===== src/rtl/operand_issue_unit_pkg.sv =====
// Shared encodings and default widths for the operand issue stage and its ALU.
package operand_issue_unit_pkg;

    localparam int DATA_W_DEF = 4;
    localparam int ADDR_W_DEF = 2;
    localparam int CNT_W_DEF  = 8;
    localparam int SEL_W      = 3;

    typedef enum logic [SEL_W-1:0] {
        OP_SUB = 3'd0,
        OP_ADD = 3'd1,
        OP_OR  = 3'd2,
        OP_AND = 3'd3,
        OP_SRL = 3'd4,
        OP_SLL = 3'd5,
        OP_LT  = 3'd6,
        OP_EQ  = 3'd7
    } op_e;

    typedef enum logic [1:0] {
        IDLE  = 2'd0,
        ISSUE = 2'd1,
        DONE  = 2'd2
    } state_e;

endpackage


===== src/rtl/operand_issue_unit_reg_file_4x4.sv =====
// Register file: two combinational read ports, one write port shared by writeback and load.
module reg_file_4x4
    import operand_issue_unit_pkg::*;
#(
    parameter int DATA_W = DATA_W_DEF,
    parameter int ADDR_W = ADDR_W_DEF
) (
    input  logic              clk,
    input  logic              rst_n,
    input  logic [ADDR_W-1:0] ra,
    input  logic [ADDR_W-1:0] rb,
    output logic [DATA_W-1:0] qa,
    output logic [DATA_W-1:0] qb,
    input  logic              wb_en,
    input  logic [ADDR_W-1:0] wb_addr,
    input  logic [DATA_W-1:0] wb_data,
    input  logic              ld_en,
    input  logic [ADDR_W-1:0] ld_addr,
    input  logic [DATA_W-1:0] ld_data
);

    localparam int NREG = 2 ** ADDR_W;

    logic [NREG-1:0][DATA_W-1:0] mem;

    // Writeback wins; the issue FSM never lets both strobes fire together anyway.
    always_ff @(posedge clk or negedge rst_n) begin
        if (!rst_n)
            mem <= '0;
        else if (wb_en)
            mem[wb_addr] <= wb_data;
        else if (ld_en)
            mem[ld_addr] <= ld_data;
    end

    assign qa = mem[ra];
    assign qb = mem[rb];

endmodule


===== src/rtl/operand_issue_unit.sv =====
// One-at-a-time issue stage: reads operands, drives the external ALU, writes the result back.
module operand_issue_unit
    import operand_issue_unit_pkg::*;
#(
    parameter int DATA_W = DATA_W_DEF,
    parameter int ADDR_W = ADDR_W_DEF,
    parameter int CNT_W  = CNT_W_DEF
) (
    input  logic              clk,
    input  logic              rst_n,
    input  logic              instr_valid,
    output logic              instr_ready,
    input  logic [2:0]        instr_op,
    input  logic [ADDR_W-1:0] instr_rd,
    input  logic [ADDR_W-1:0] instr_rs,
    input  logic [ADDR_W-1:0] instr_rt,
    input  logic              ld_en,
    input  logic [ADDR_W-1:0] ld_addr,
    input  logic [DATA_W-1:0] ld_data,
    output logic [DATA_W-1:0] ex_rs,
    output logic [DATA_W-1:0] ex_rt,
    output logic [2:0]        ex_sel,
    input  logic [DATA_W-1:0] ex_out,
    output logic              res_valid,
    output logic [DATA_W-1:0] res_data,
    output logic [ADDR_W-1:0] res_rd,
    output logic              busy,
    output logic [CNT_W-1:0]  retired
);

    state_e            state_q, state_d;
    logic              accept, wb_en, ld_ok;
    logic [ADDR_W-1:0] rd_q;
    logic [DATA_W-1:0] rdata_a, rdata_b;

    always_ff @(posedge clk or negedge rst_n) begin
        if (!rst_n) state_q <= IDLE;
        else        state_q <= state_d;
    end

    always_comb begin
        state_d = state_q;
        case (state_q)
            IDLE:    if (instr_valid) state_d = ISSUE;
            ISSUE:   state_d = DONE;
            DONE:    state_d = IDLE;
            default: state_d = IDLE;
        endcase
    end

    always_comb begin
        instr_ready = (state_q == IDLE);
        busy        = (state_q != IDLE);
        res_valid   = (state_q == DONE);
        wb_en       = (state_q == ISSUE);
        accept      = instr_ready && instr_valid;
        // Acceptance takes priority over a simultaneous external load.
        ld_ok       = ld_en && instr_ready && !instr_valid;
    end

    always_ff @(posedge clk or negedge rst_n) begin
        if (!rst_n) begin
            ex_rs    <= '0;
            ex_rt    <= '0;
            ex_sel   <= '0;
            rd_q     <= '0;
            res_data <= '0;
            res_rd   <= '0;
            retired  <= '0;
        end else begin
            if (accept) begin
                ex_rs  <= rdata_a;
                ex_rt  <= rdata_b;
                ex_sel <= instr_op;
                rd_q   <= instr_rd;
            end
            if (wb_en) begin
                res_data <= ex_out;
                res_rd   <= rd_q;
                retired  <= retired + CNT_W'(1);
            end
        end
    end

    reg_file_4x4 #(
        .DATA_W (DATA_W),
        .ADDR_W (ADDR_W)
    ) u_rf (
        .clk     (clk),
        .rst_n   (rst_n),
        .ra      (instr_rs),
        .rb      (instr_rt),
        .qa      (rdata_a),
        .qb      (rdata_b),
        .wb_en   (wb_en),
        .wb_addr (rd_q),
        .wb_data (ex_out),
        .ld_en   (ld_ok),
        .ld_addr (ld_addr),
        .ld_data (ld_data)
    );

endmodule

===== config.mk =====
export PLATFORM = sky130hd
export DESIGN_NAME = operand_issue_unit
export DESIGN_NICKNAME = d
export VERILOG_FILES = /design/src/rtl/operand_issue_unit_pkg.sv /design/src/rtl/operand_issue_unit_reg_file_4x4.sv /design/src/rtl/operand_issue_unit.sv
export SDC_FILE = /design/constraint.sdc
export NUM_CORES = 1
export LEC_CHECK = 0
export CELL_PAD_IN_SITES_DETAIL_PLACEMENT = 1
export CELL_PAD_IN_SITES_GLOBAL_PLACEMENT = 1
export CORE_MARGIN = 1
export CORE_UTILIZATION = 40
export CTS_CLUSTER_DIAMETER = 30
export DETAILED_ROUTE_END_ITERATION = 10
export HOLD_SLACK_MARGIN = 0.06
export PLACE_DENSITY = 0.8
export SKIP_LAST_GASP = 1
export SLEW_MARGIN = 10
export SYNTH_ARGS = -nofsm -noshare
export SYNTH_HDL_FRONTEND = slang
export SYNTH_HIERARCHICAL = 1
export SYNTH_SLANG_ARGS = --single-unit

===== constraint.sdc =====
create_clock -name clk -period 4.55 [get_ports clk]
set_input_delay 1.365 -clock clk [delete_from_list [all_inputs] [get_ports clk]]
set_output_delay 1.365 -clock clk [all_outputs]
set_load 0.03 [all_outputs]

==> key figures, run 1 <==
Timing
  – Relative slew slack: 34.8%
  – Final hold vios: 0
  – RSZ-0062 raised after global routing: false
  – Slew Viols, Final: 0
  – Actual slew at the worst max-slew pin: approximately 0.98 ns
  – Skew final: between 0.005 and 0.006 ns
  – Setup TNS: 0 ns
  – Setup violations, final: 0
  – Max Fclk: roughly 340 MHz
  – Tmin final: slightly below 3 ns
  – Final period utilization: about two thirds

Die
  – Rows: 26
  – Total die area: ~5700 sq um
  – Area of the core: ~5200 sq um
  – Die Wd: approximately 76 um
  – Starting density of the core: around 42%
  – Die span in y: 75.7 um
  – Boundary pin count: 51

Placed design
  – Detail Placement HPWL: ~3800 um
  – I/O Buffers: 50
  – Placer Congestion: between 0.8 and 0.9
  – Placed insts: 260
  – Area after DPL: approximately 2700 sq um

Layout
  – Synth-to-layout area growth: 29.0%
  – Diodes inserted: 0
  – Fillcell total: about 500
  – Final Non-Filler Cells: about 270
  – Final nets: approximately 220
  – Util after Layout: a little over half
  – Post-layout instance area: around 2800 sq um
  – Ratio of cells with drive above 1 in the final layout: ~25%

Routing
  – DR pass1 iterations: 4
  – Vias per std cell: approximately 5.6
  – Detail Route Antenna Nets: 0
  – Routed via count: 1484
  – DR WL/cell: ~19 um
  – Drt initial violations: 80
  – DR DRC count: 0
  – WL final: 5110 um

Clock tree
  – CTS Buf Count: 5
  – CTS resizes: 0
  – Worst skew pair latency: approximately 0.29 ns
  – Clock root cell: clkbuf_8
  – Post-CTS Hold Fix Bufs: 0
  – H-tree depth: 2
  – CTS tree: built
  – Sinks on Clock Net: between 40 and 50
  – Number of post-CTS setup repair buffers: 0
  – Worst-path clk slew: around 0.07 ns
  – CTS max path bufs: 2

Global route
  – First-pass GRT wire length: 8110 um
  – Vias in the first global route: 1537
  – Largest net degree at the start of global routing: between 40 and 50
  – Total track usage: between 15 and 20%
  – Initial antenna violation count: 0
  – Gr ovfl total: 0

Pwr
  – Sw Share: 36.1%
  – Leakage power total: around 1.3 nW
  – Logic pwr share: 42.7%
  – Peak supply drop: ~0.27 mV
  – Cell internal pwr: between 1 and 1.5 mW
  – Cell Pwr Density: just under 600 nW/um^2
  – Sequential share of power: a little over two fifths
  – Switching power: between 0.5 and 0.6 mW
  – Clock network power share: 14.7%

Setup path
  – Crit path max fanout: 5
  – WP data required: about 3.2 ns
  – Kind of critical path: reg2out
  – Crit path capture type: output pin
  – Setup crit start kind: flop
  – Crit path arrival time: 1.62 ns

Run
  – Max Cap Viol: 0

Logic synthesis
  – Mapped Area: 2170 sq um
  – Register area share after synthesis: between 50% and 60%
  – Syn Area/Cell: 15.2 sq um
  – Syn_nets: ~170
  – Synth unique cells: 28
  – FF+latch count, synth: 45
  – Synth Instances: ~140
  – Synth Warn #: 6

Min path
  – Worst min path class: reg2reg

Status
  – Outcome: finished clean
## cell usage after synthesis, drive strengths merged
master / instances / area [sq um]
mux4: 8 / 180
and2: 1 / 8.76
nand4: 4 / 25.0
and3: 2 / 13.8
a21o: 16 / 120
nand2: 2 / 7.51
mux2: 20 / 259
nor4b: 1 / 23.8
and4bb: 2 / 32.5
and4b: 2 / 25.0
dfrtp: 45 / 1130
buf: 3 / 38.8
nor3b: 2 / 26.3
inv: 1 / 3.75
nor2: 5 / 23.8
and3b: 2 / 20.0
ha: 1 / 12.5
a22o: 16 / 140
xor2: 1 / 8.76
and2b: 3 / 26.3
xnor2: 6 / 52.6
## metal layers
metal	share of wire [%]	vias up	GRT usage, %
met5	0	-	0
met4	1.3	0	7.61
met3	4.1	9	3.57
met2	54	41	35.1
met1	40	772	23.5
li1	-	662	-
## path summary, 6_finish.rpt
check	from	to	slack, ns	cells past startpoint
worst max-delay path	state_q[1]	instr_ready	1.57	2
worst min-delay path	retired[7]	retired[7]	0.47	1
worst max register to register	state_q[1]	u_rf/mem[0]	2.63	6
worst min register to register	retired[7]	retired[7]	0.47	1
max in group asynchronous	rst_n	u_rf/mem[11]	2.71	1
min in group asynchronous	rst_n	ex_rt[1]	1.23	1
## power groups by stage
stage,clock network [mW],logic (mW),registers [mW]
global route,0.267,0.753,0.728
global placement,0,0.694,0.691
detailed placement,0,0.712,0.711
CTS,0.253,0.715,0.706
floorplan,0,0.295,0.834
finish,0.243,0.707,0.706
## metrics by stage
stage / setup WS, ns / hold WS [ns] / total power [mW]
5_1_grt: 1.51 / 0.500 / 1.75
3_3_place_gp: 1.56 / 0.464 / 1.39
2_1_floorplan: 2.13 / 0.461 / 1.13
3_5_place_dp: 1.46 / 0.467 / 1.42
4_1_cts: 1.55 / 0.478 / 1.67
6_report: 1.57 / 0.473 / 1.66
## state kept, by name, indices dropped and copies added (netlist names)
signal / cells
ex_sel: 3
res_data: 4
res_rd: 2
rd_q: 2
u_rf/mem: 16
ex_rs: 4
state_q: 2
ex_rt: 4
retired: 8
## cell type report
type | count | area, sq um | area share [%]
inverters | 1 | 3.75 | 0.134
multi-input cells | 94 | 1010 | 35.9
clock buffers | 7 | 86.3 | 3.08
flip-flops and latches | 45 | 1130 | 40.1
well taps | 70 | 87.6 | 3.12
repair buffers | 50 | 495 | 17.7
## critical path, stage by stage, from the launching register on
cell and delay, ns:
dfrtp_1 0.44, nor2_2 0.18, clkdlybuf4s50_1 0.71
## cells by family (layout without fill, tap and decap cells)
logic type      Yosys count  count (layout)  synth area share (%)
flops                    45              45                  51.8
fa+ha+maj                 1               1                 0.575
compound gates           32              32                  12.0
simple gates             26              26                  10.7
buf+inv                   4              58                  1.96
xor+xnor                  7               7                  2.82
mux                      28              28                  20.2
## cells in the final DEF, fill, tap and decap left out, types with 3 or more instances in the layout
cell and n:
mux2_2 11, a21o_1 16, mux4_2 8, nand4_1 4, clkbuf_8 6, clkdlybuf4s50_1 49, mux2_4 9, xnor2_1 6
dfrtp_1 45, nor2_1 3, a22o_1 16, and2b_2 3
Note: power is estimated with default switching activity, not from simulation.
==> run 2, diff against run 1 <==
- clock period: 4.55 -> 2.9 ns (I/O delays scaled with it)
==> results of run 2 <==
Same layout as run 1 (identical final DEF). Status: finished clean.
Main changes from that run: setup slack after placement 1.46 ns -> 0.304 ns; setup slack after layout 1.57 ns -> 0.412 ns; register-to-register setup slack 2.63 ns -> 0.98 ns; total power 1.66 mW -> 2.60 mW; worst IR drop on VDD 0.266 mV -> 0.417 mV
==> run 3, diff against run 2 <==
--- a/config.mk
+++ b/config.mk
@@ -13,4 +13,5 @@
 export DETAILED_ROUTE_END_ITERATION = 10
 export HOLD_SLACK_MARGIN = 0.06
+export MAX_ROUTING_LAYER = met4
 export PLACE_DENSITY = 0.8
 export SKIP_LAST_GASP = 1
==> constraint.sdc (replaced) <==
create_clock -name clk -period 2.9 [get_ports clk]
set_input_delay 0.87 -clock clk [delete_from_list [all_inputs] [get_ports clk]]
set_output_delay 0.87 -clock clk [all_outputs]
set_load 0.05 [all_outputs]
==> run 3 against run 2 <==
  * Core utilization shrank 0.073 points
  * First-iteration DRC count down 20%
  * Total power grew 8.6%
  * Global-route usage is 1.6 points higher
  * Final area is 0.13% lower
  * Clock-buffer cell count decreased by 1
  * Non-clock buffer count unchanged
  * Wire length rose by 2.4%
  * Largest cell class unchanged
  * Highest routed layer unchanged
==> key figures, run 3 (same netlist as run 1, synthesis figures left out) <==
Routing
  – Routed via count: between 1000 and 1500
  – WL final: between 5000 and 6000 um
  – DR DRC count: 0
  – Detail Route Antenna Nets: 0
  – DR pass1 iterations: 4
  – Drt initial violations: 64
  – DR WL/cell: just under 20 um
  – Vias per std cell: around 5.5

Die
  – Die span in y: approximately 76 um
  – Die Wd: around 76 um
  – Rows: 26
  – Boundary pin count: 51
  – Total die area: around 5700 sq um
  – Area of the core: roughly 5200 sq um
  – Starting density of the core: 42.0%

Clock tree
  – CTS max path bufs: 2
  – Post-CTS Hold Fix Bufs: 0
  – Sinks on Clock Net: 45
  – Worst skew pair latency: between 0.3 and 0.4 ns
  – H-tree depth: 2
  – Clock root cell: clkbuf_8
  – CTS tree: built
  – Number of post-CTS setup repair buffers: 0
  – CTS Buf Count: 5
  – Worst-path clk slew: around 0.09 ns
  – CTS resizes: 0

Layout
  – Largest regs: u_rf/mem x16, retired x8
  – Diodes inserted: 0
  – Max FFs per register: 16
  – Most common cell after layout, fill and taps aside: clkdlybuf4s50_1
  – Most frequent cells in the layout: 49 x clkdlybuf4s50_1, 45 x dfrtp_1, 16 x a22o_1, 16 x a21o_1, 11 x mux2_2
  – Fillcell total: 511
  – Ratio of cells with drive above 1 in the final layout: approximately 26%
  – Synth-to-layout area growth: 28.8%
  – Final Non-Filler Cells: 268
  – Final nets: roughly 220
  – Post-layout instance area: roughly 2800 sq um
  – Top reg by flops: u_rf/mem

Timing
  – Max Fclk: 379 MHz
  – Actual slew at the worst max-slew pin: 0.967 ns
  – Final hold vios: 0
  – Final Hold Slack: 0.498 ns
  – Setup violations, final: 0
  – Final period utilization: 91.0%
  – Skew final: 0.0113 ns
  – Relative slew slack: between 30 and 40%
  – RSZ-0062 raised after global routing: false
  – Tmin final: about 2.6 ns
  – Setup TNS: 0 ns
  – Slew Viols, Final: 0

Setup path
  – WP data required: 2.03 ns
  – Crit path max fanout: 5
  – Crit path arrival time: around 1.8 ns
  – Crit path capture type: output pin
  – Setup crit start kind: flop
  – Crit-path cells: and2b_2 > clkdlybuf4s50_1
  – Register-to-Register Path Depth: 6
  – Crit-path slowest cell: clkdlybuf4s50_1
  – Kind of critical path: reg2out
  – Crit-path max cell delay: around 0.8 ns

Pwr
  – Leakage power total: 1.26 nW
  – Post-route total power: ~2.8 mW
  – Cell Pwr Density: 1010 nW/um^2
  – Peak supply drop: around 0.44 mV

Global route
  – Gr ovfl total: 0
  – Vias in the first global route: between 1500 and 2000
  – Total track usage: a little over a fifth
  – First-pass GRT wire length: around 8400 um
  – Initial antenna violation count: 0
  – Largest net degree at the start of global routing: 46

Placed design
  – Detail Placement HPWL: a little under 4000 um
  – I/O Buffers: 50
  – Area after DPL: about 2700 sq um
  – Placer Congestion: 0.886
  – Placed insts: 260

Min path
  – Worst min path class: reg2reg
  – WHS Path Cells: 1

Status
  – Outcome: finished clean

Run
  – Max Cap Viol: 0
==> run 3: changes by cell type in the layout (fill, tap and decap cells not counted), sizes merged <==
cell,delta
clkinv,+2
clkbuf,-1
==> run 3: per-layer routing <==
layer | routed length [um] | track usage [%] | vias up
li1 | - | - | 661
met1 | 2100 | 24.0 | 766
met2 | 2840 | 36.6 | 41
met3 | 235 | 5.03 | 8
met4 | 63 | 7.61 | 0
met5 | 0 | - | -
==> run 3: where the power goes <==
part / internal (mW) / switching, mW
logic: 0.592 / 0.735
clock network: 0.167 / 0.220
registers: 0.878 / 0.232
==> run 3: area by class of cell <==
| type | instances | area (sq um) | area share, % |
|---|---|---|---|
| Clock buffer | 6 | 72.6 | 2.59 |
| Clock inverter | 2 | 10.0 | 0.357 |
| Inverter | 1 | 3.75 | 0.134 |
| Multi-Input combinational cell | 94 | 1010 | 35.9 |
| Sequential cell | 45 | 1130 | 40.2 |
| Tap cell | 70 | 87.6 | 3.13 |
| Timing Repair Buffer | 50 | 495 | 17.7 |
==> run 3: path summary, 6_finish.rpt <==
| check | start | to | slack, ns |
|---|---|---|---|
| setup / recovery | state_q[0] | res_valid | 0.26 |
| hold / removal | retired[7] | retired[7] | 0.50 |
| setup reg to reg | state_q[1] | u_rf/mem[2] | 0.96 |
| hold reg to reg | retired[7] | retired[7] | 0.50 |
| max in group asynchronous | rst_n | u_rf/mem[2] | 1.60 |
| min in group asynchronous | rst_n | u_rf/mem[15] | 0.71 |
==> run 3: through the flow <==
step	setup slack (ns)	util, %
6_report	0.260	54.2
5_1_grt	0.205	54.2
4_1_cts	0.251	54.2
3_5_place_dp	0.252	52.6
3_3_place_gp	0.402	52.6
2_1_floorplan	0.481	-
==> run 3: worst max-delay path, delay by kind of cell, from the launching register on <==
kind / cells / cell delay (ns)
buf+inv: 1 / 0.80
flops: 1 / 0.44
simple gates: 1 / 0.23
